===== src/rtl/rv32i_core.sv =====
// rv32i_core: single-cycle RV32I integer core, one instruction retired per clock.
//
// Ports:
//   clk      - system clock, all state updates on the rising edge
//   rst_n    - asynchronous active-low reset
//   rom_in   - instruction word at rom_addr (combinational ROM)
//   rom_addr - word address of the current instruction (PC[31:2])
//   ram_in   - aligned data word containing ram_addr (combinational read)
//   ram_addr - byte address for loads/stores (rs1 + imm), 0 otherwise
//   ram_out  - store data replicated into byte lanes
//   ram_r    - high while a load executes
//   ram_w    - per-byte-lane write enable, RAM writes on the rising edge
//   brk      - sticky halt flag, set when EBREAK retires
module rv32i_core (
    input  logic        clk,
    input  logic        rst_n,
    input  logic [31:0] rom_in,
    output logic [29:0] rom_addr,
    input  logic [31:0] ram_in,
    output logic [31:0] ram_addr,
    output logic [31:0] ram_out,
    output logic        ram_r,
    output logic [3:0]  ram_w,
    output logic        brk
);

    localparam logic [6:0] OpLui    = 7'b0110111;
    localparam logic [6:0] OpAuipc  = 7'b0010111;
    localparam logic [6:0] OpJal    = 7'b1101111;
    localparam logic [6:0] OpJalr   = 7'b1100111;
    localparam logic [6:0] OpBranch = 7'b1100011;
    localparam logic [6:0] OpLoad   = 7'b0000011;
    localparam logic [6:0] OpStore  = 7'b0100011;
    localparam logic [6:0] OpImm    = 7'b0010011;
    localparam logic [6:0] OpReg    = 7'b0110011;
    localparam logic [31:0] InstEbreak = 32'h0010_0073;

    logic [31:0] pc_q, pc_d;
    logic        brk_q, brk_d;
    logic [31:0] rf_q [32];

    logic [6:0]  opcode;
    logic [4:0]  rd, rs1, rs2;
    logic [2:0]  funct3;
    logic [31:0] imm_i, imm_s, imm_b, imm_u, imm_j;
    logic [31:0] rs1_val, rs2_val, eff_addr, op_b, alu_res, ld_data;
    logic        alt, taken, rd_we, is_load, is_store;
    logic [31:0] rd_wdata, st_data;
    logic [3:0]  st_mask;
    logic [7:0]  ld_byte;
    logic [15:0] ld_half;

    assign opcode = rom_in[6:0];
    assign rd     = rom_in[11:7];
    assign funct3 = rom_in[14:12];
    assign rs1    = rom_in[19:15];
    assign rs2    = rom_in[24:20];

    assign imm_i = {{20{rom_in[31]}}, rom_in[31:20]};
    assign imm_s = {{20{rom_in[31]}}, rom_in[31:25], rom_in[11:7]};
    assign imm_b = {{19{rom_in[31]}}, rom_in[31], rom_in[7], rom_in[30:25], rom_in[11:8], 1'b0};
    assign imm_u = {rom_in[31:12], 12'h000};
    assign imm_j = {{11{rom_in[31]}}, rom_in[31], rom_in[19:12], rom_in[20], rom_in[30:21], 1'b0};

    // x0 is never written and resets to 0, so a plain array read is enough.
    assign rs1_val = rf_q[rs1];
    assign rs2_val = rf_q[rs2];

    assign is_load  = (opcode == OpLoad);
    assign is_store = (opcode == OpStore);
    // Shared by loads, stores and JALR.
    assign eff_addr = rs1_val + (is_store ? imm_s : imm_i);

    // ALU: the funct7 bit only selects SUB/SRA for register ops and for SRAI.
    assign op_b = (opcode == OpReg) ? rs2_val : imm_i;
    assign alt  = rom_in[30] && ((opcode == OpReg) || (funct3 == 3'b101));

    always_comb begin
        alu_res = '0;
        case (funct3)
            3'b000: alu_res = alt ? rs1_val - op_b : rs1_val + op_b;
            3'b001: alu_res = rs1_val << op_b[4:0];
            3'b010: alu_res = {31'b0, $signed(rs1_val) < $signed(op_b)};
            3'b011: alu_res = {31'b0, rs1_val < op_b};
            3'b100: alu_res = rs1_val ^ op_b;
            3'b101: alu_res = alt ? 32'($signed(rs1_val) >>> op_b[4:0]) : rs1_val >> op_b[4:0];
            3'b110: alu_res = rs1_val | op_b;
            default: alu_res = rs1_val & op_b;
        endcase
    end

    always_comb begin
        taken = 1'b0;
        case (funct3)
            3'b000: taken = (rs1_val == rs2_val);
            3'b001: taken = (rs1_val != rs2_val);
            3'b100: taken = ($signed(rs1_val) < $signed(rs2_val));
            3'b101: taken = !($signed(rs1_val) < $signed(rs2_val));
            3'b110: taken = (rs1_val < rs2_val);
            3'b111: taken = !(rs1_val < rs2_val);
            default: taken = 1'b0;
        endcase
    end

    // Load lane extraction; misaligned halfword/word accesses are not fixed up.
    always_comb begin
        ld_byte = ram_in[7:0];
        case (eff_addr[1:0])
            2'b00: ld_byte = ram_in[7:0];
            2'b01: ld_byte = ram_in[15:8];
            2'b10: ld_byte = ram_in[23:16];
            default: ld_byte = ram_in[31:24];
        endcase
        ld_half = eff_addr[1] ? ram_in[31:16] : ram_in[15:0];
        case (funct3)
            3'b000: ld_data = {{24{ld_byte[7]}}, ld_byte};
            3'b001: ld_data = {{16{ld_half[15]}}, ld_half};
            3'b100: ld_data = {24'b0, ld_byte};
            3'b101: ld_data = {16'b0, ld_half};
            default: ld_data = ram_in;
        endcase
    end

    always_comb begin
        pc_d     = pc_q + 32'd4;
        brk_d    = brk_q;
        rd_we    = 1'b0;
        rd_wdata = '0;
        st_data  = '0;
        st_mask  = 4'b0000;
        case (opcode)
            OpLui: begin
                rd_we    = 1'b1;
                rd_wdata = imm_u;
            end
            OpAuipc: begin
                rd_we    = 1'b1;
                rd_wdata = pc_q + imm_u;
            end
            OpJal: begin
                rd_we    = 1'b1;
                rd_wdata = pc_q + 32'd4;
                pc_d     = pc_q + imm_j;
            end
            OpJalr: begin
                rd_we    = 1'b1;
                rd_wdata = pc_q + 32'd4;
                pc_d     = eff_addr & ~32'd1;
            end
            OpBranch: begin
                if (taken) pc_d = pc_q + imm_b;
            end
            OpLoad: begin
                rd_we    = 1'b1;
                rd_wdata = ld_data;
            end
            OpStore: begin
                case (funct3)
                    3'b000: begin
                        st_data = {4{rs2_val[7:0]}};
                        st_mask = 4'b0001 << eff_addr[1:0];
                    end
                    3'b001: begin
                        st_data = {2{rs2_val[15:0]}};
                        st_mask = 4'b0011 << {eff_addr[1], 1'b0};
                    end
                    3'b010: begin
                        st_data = rs2_val;
                        st_mask = 4'b1111;
                    end
                    default: ;
                endcase
            end
            OpImm, OpReg: begin
                rd_we    = 1'b1;
                rd_wdata = alu_res;
            end
            default: begin
                // EBREAK parks the PC on itself; other SYSTEM/FENCE/unknown are NOPs.
                if (rom_in == InstEbreak) begin
                    brk_d = 1'b1;
                    pc_d  = pc_q;
                end
            end
        endcase
    end

    always_ff @(posedge clk or negedge rst_n) begin
        if (!rst_n) begin
            pc_q  <= '0;
            brk_q <= 1'b0;
            for (int i = 0; i < 32; i++) rf_q[i] <= '0;
        end else if (!brk_q) begin
            pc_q  <= pc_d & 32'hFFFF_FFFC;
            brk_q <= brk_d;
            if (rd_we && (rd != 5'd0)) rf_q[rd] <= rd_wdata;
        end
    end

    assign rom_addr = pc_q[31:2];
    assign ram_addr = (is_load || is_store) ? eff_addr : 32'd0;
    assign ram_out  = st_data;
    // Qualify memory strobes with reset so a store at word 0 cannot fire during reset.
    assign ram_r    = rst_n && is_load;
    assign ram_w    = (rst_n && !brk_q) ? st_mask : 4'b0000;
    assign brk      = brk_q;

endmodule


===== config.mk =====
export PLATFORM = sky130hd
export DESIGN_NAME = rv32i_core
export DESIGN_NICKNAME = d
export VERILOG_FILES = /design/src/rtl/rv32i_core.sv
export SDC_FILE = /design/constraint.sdc
export NUM_CORES = 2
export LEC_CHECK = 0
export BUFFER_PORTS_ARGS = -buffer_cell sky130_fd_sc_hd__buf_2
export CORE_UTILIZATION = 49
export CTS_CLUSTER_DIAMETER = 120
export DETAILED_ROUTE_END_ITERATION = 6
export SYNTH_ARGS = -nofsm -noshare
export SYNTH_HDL_FRONTEND = slang
export SYNTH_SLANG_ARGS = --single-unit

===== constraint.sdc =====
create_clock -name clk -period 6.1 [get_ports clk]
set_input_delay 0.305 -clock clk [delete_from_list [all_inputs] [get_ports clk]]
set_output_delay 0.305 -clock clk [all_outputs]
set_load 0.1 [all_outputs]

==> insert_results.sql <==
INSERT INTO impl_metrics (metric_group, metric, value, unit) VALUES
('floorplan', 'floorplan.core_area', '0.146', 'mm^2'),
('floorplan', 'placement_rows', '140', ''),
('layout', 'final_nets', '8230', ''),
('job', 'max_cap_violations', '0', ''),
('layout', 'area_delta_synth_final', '16.4', '%'),
('sta', 'final.setup_skew', '0.0633', 'ns'),
('cts', 'tritoncts', 'built', ''),
('setup_path', 'critical_path.slowest_cell', 'mux4_2', ''),
('floorplan', 'die-height', '387', 'um'),
('setup_path', 'crit_path_max_fo', '15', ''),
('sta', 'least_setup_slack_across_all_paths_after_layout', '0.135', 'ns'),
('setup_path', 'worst_setup_ep_type', 'flip-flop', ''),
('setup_path', 'cell_repeated_most_along_the_worst_path', 'buf_4', ''),
('setup_path', 'critical_path.reg2reg.endpoint', 'rf_q[733]', ''),
('logic_synthesis', 'ys.flop_type', 'dfrtp_1', ''),
('setup_path', 'critPathRequiredTime', '6.74', 'ns'),
('logic_synthesis', 'netlist_area', '0.0725', 'mm^2'),
('floorplan', 'die_width', '387', 'um'),
('power', 'power.static_leakage', '0.0368', 'uW'),
('sta', 'grt_setup_unrepaired', 'true', ''),
('routing', 'routed_wirelength', '322000', 'um'),
('setup_path', 'critical_path.reg2reg.startpoint', 'rf_q[38]', ''),
('sta', 'timing_worst_slew_pin_value', '1.34', 'ns'),
('logic_synthesis', 'syn_area_per_cell', '9.55', 'um^2'),
('placed_design', 'post-dp-hpwl', '228000', 'um'),
('logic_synthesis', 'synth.top_cells.by_area', 'dfrtp_1 (36%), mux4_2 (14%), nand2_1 (6.2%)', ''),
('global_routing', 'grt_first_pass_wirelength', '463000', 'um'),
('sta', 'fraction_of_the_cycle_the_final_worst_path_needs', '97.8', '%'),
('logic_synthesis', 'ys_seq_area_share', '36.4', '%'),
('cts', 'cts_made_buffers', '113', ''),
('cts', 'cts_sinks', '1055', ''),
('setup_path', 'worstPathArrival', '6.60', 'ns'),
('routing', 'wl_per_cell', '32.4', 'um'),
('cts', 'clock_tree_root', 'clkbuf_16', ''),
('routing', 'drt.antenna.violating_nets', '0', ''),
('logic_synthesis', 'dominant_cell_by_count_in_the_synthesized_netlist', 'nand2_1', ''),
('logic_synthesis', 'post_synth_inst_count', '7595', ''),
('logic_synthesis', 'post-synth-top-area-fraction', '36.4', '%'),
('cts', 'cts.clk_slew.worst_paths', '0.06', 'ns'),
('logic_synthesis', 'yosys_register_bits', '1055', ''),
('cts', 'max-clock-path-buffers', '3', ''),
('layout', 'ratio_of_cells_with_drive_above_1_in_the_final_layout', '23.5', '%'),
('placed_design', 'place_worst_setup_slack', '-0.480', 'ns'),
('outcome', 'status', 'finished, final reports clean', ''),
('logic_synthesis', 'yosysWarningCount', '0', ''),
('setup_path', 'reg2reg_slack', '0.14', 'ns'),
('placed_design', 'port_buffers', '165', ''),
('cts', 'h-tree-depth', '3', ''),
('global_routing', 'grt_remaining_overflow', '0', ''),
('floorplan', 'top_level_ports', '166', ''),
('logic_synthesis', 'synth_top_cell_by_area', 'dfrtp_1', ''),
('setup_path', 'path_class', 'flip-flop to flip-flop', ''),
('setup_path', 'reg2reg_depth', '28', ''),
('sta', 'finalCriticalPeriod', '5.96', 'ns'),
('power', 'cellPowerDensity', '238', 'mW/mm^2'),
('floorplan', 'initial_core_util', '49.6', '%'),
('logic_synthesis', 'synth_async_sr_flop_share', '100', '%'),
('global_routing', 'antenna_found_initial', '19', ''),
('power', 'worst_ir_drop_vdd', '0.000280', 'V'),
('global_routing', 'grt_start_max_net_pins', '180', ''),
('layout', 'n_fill_cell', '12900', ''),
('setup_path', 'max_stage_delay', '0.55', 'ns'),
('sta', 'report.final.hold_viol_count', '0', ''),
('placed_design', 'gp_congestion', '1.11', ''),
('min_path', 'hold_path_class', 'input pin to async pin', ''),
('sta', 'timing.fmax', '168', 'MHz'),
('logic_synthesis', 'ys_top_cells_by_count', 'nand2_1 (1193), dfrtp_1 (1055), o21ai_0 (882), nor2_1 (490), mux4_2 (465)', ''),
('routing', 'via_count', '66400', ''),
('floorplan', 'die_area', '0.150', 'mm^2'),
('logic_synthesis', 'mappedNetlistNets', '7883', ''),
('logic_synthesis', 'netlist-cell-type-count', '112', '');
## how the worst max path moves through the flow
stage,startpoint,to,slack [ns],depth (start not counted)
global placement,rom_in[21],rf_q[605],-0.51,30
detailed placement,rom_in[15],rf_q[285],-0.48,25
global route,rf_q[97],ram_addr[29],-0.03,23
CTS,rf_q[193],ram_addr[28],0.02,24
floorplan,rom_in[20],rf_q[766],-0.01,24
finish,rf_q[38],rf_q[733],0.14,28
## repair_timing
action | in CTS | in global routing
resized for setup | 34 | 30
endpoints found under the hold margin | 57 | 0
hold buffers | 1 | 0
buffers inserted | 15 | 3
gates cloned | 0 | 2
pin swaps | 16 | 19
endpoints found under the setup margin | 105 | 242
## placed cells by master (no fill, tap or decap), drive strengths merged, types with 16 or more instances in the layout
cell    instances
clkbuf        166
xnor2         101
buf           925
o221ai         53
inv           153
a21o           88
clkinv         37
o21bai         41
nor2b          26
a22oi          92
mux2           64
or3            17
nand4          33
nand3          71
a21oi         453
dfrtp        1055
o21a           42
o31ai          24
nor4           16
nand2b         38
a31oi          46
o21ai        1106
nor3           53
a22o           27
a211oi         84
nor2          492
mux2i         345
nand2        1194
o22ai          58
o211ai         41
a211o          16
mux4          465
a221oi         44
ha            216
and3           20
xor2           53
or2            18
and2           42
## metrics by stage
step                      std cells  total power, uW  hold WS [ns]  util [%]  area, um^2
final                          9966            20100        0.0513      57.7       84400
after global routing           9959            20700        0.0990      57.7       84400
after CTS                      9954            20100        0.0620      57.6       84200
after detailed placement       9727            12500         0.272      54.6       79800
after global placement         9727            12500         0.271      54.6       79800
after floorplan                7595            10600       0.00941         -       72600
## where the power goes
part | leakage [uW] | internal [uW] | switching (uW)
Sequential | 0.0147 | 7140 | 279
Clock | 0.00202 | 4370 | 3170
Combinational | 0.0201 | 1830 | 3330
## final cells by class
type	count	area [um^2]	area share, %
multi-input combinational	5688	42800	50.7
sequential	1055	26400	31.3
timing repair buffer	928	8110	9.60
clock buffer	164	3380	4.00
tap	1917	2400	2.84
clock inverter	49	714	0.846
inverter	156	594	0.704
antenna	9	22.5	0.0267
## metal layers
metal  part of all wire (%)  track usage (%)  vias to the layer above
met2                     42             61.7                     3905
met1                     40             58.0                    33100
met4                    6.6             23.4                       14
met3                     11             11.5                      893
li1                       -                -                    28500
met5                  0.030                0                        -
## cell families after synthesis
family          count (synthesis)  share of synthesized area, %
mux                           874                          20.2
buf+inv                       852                          5.53
flops                        1055                          36.4
simple gates                 2068                          12.0
compound gates               2370                          20.1
xor+xnor                      154                          1.86
fa+ha+maj                     222                          3.89
## sequential cells by signal, summed over array words and instances (netlist names)
signal	count
brk	1
pc_q	30
rf_q	1024
## worst max-delay path: cells and delay by family, from the launching register on
family          cells  cell delay [ns]
compound gates     13             2.29
xor+xnor            1             0.18
fa+ha+maj           1             0.24
buf+inv            10             1.47
flops               1             0.40
mux                 3             1.22
(Power assumes the default switching activity.)
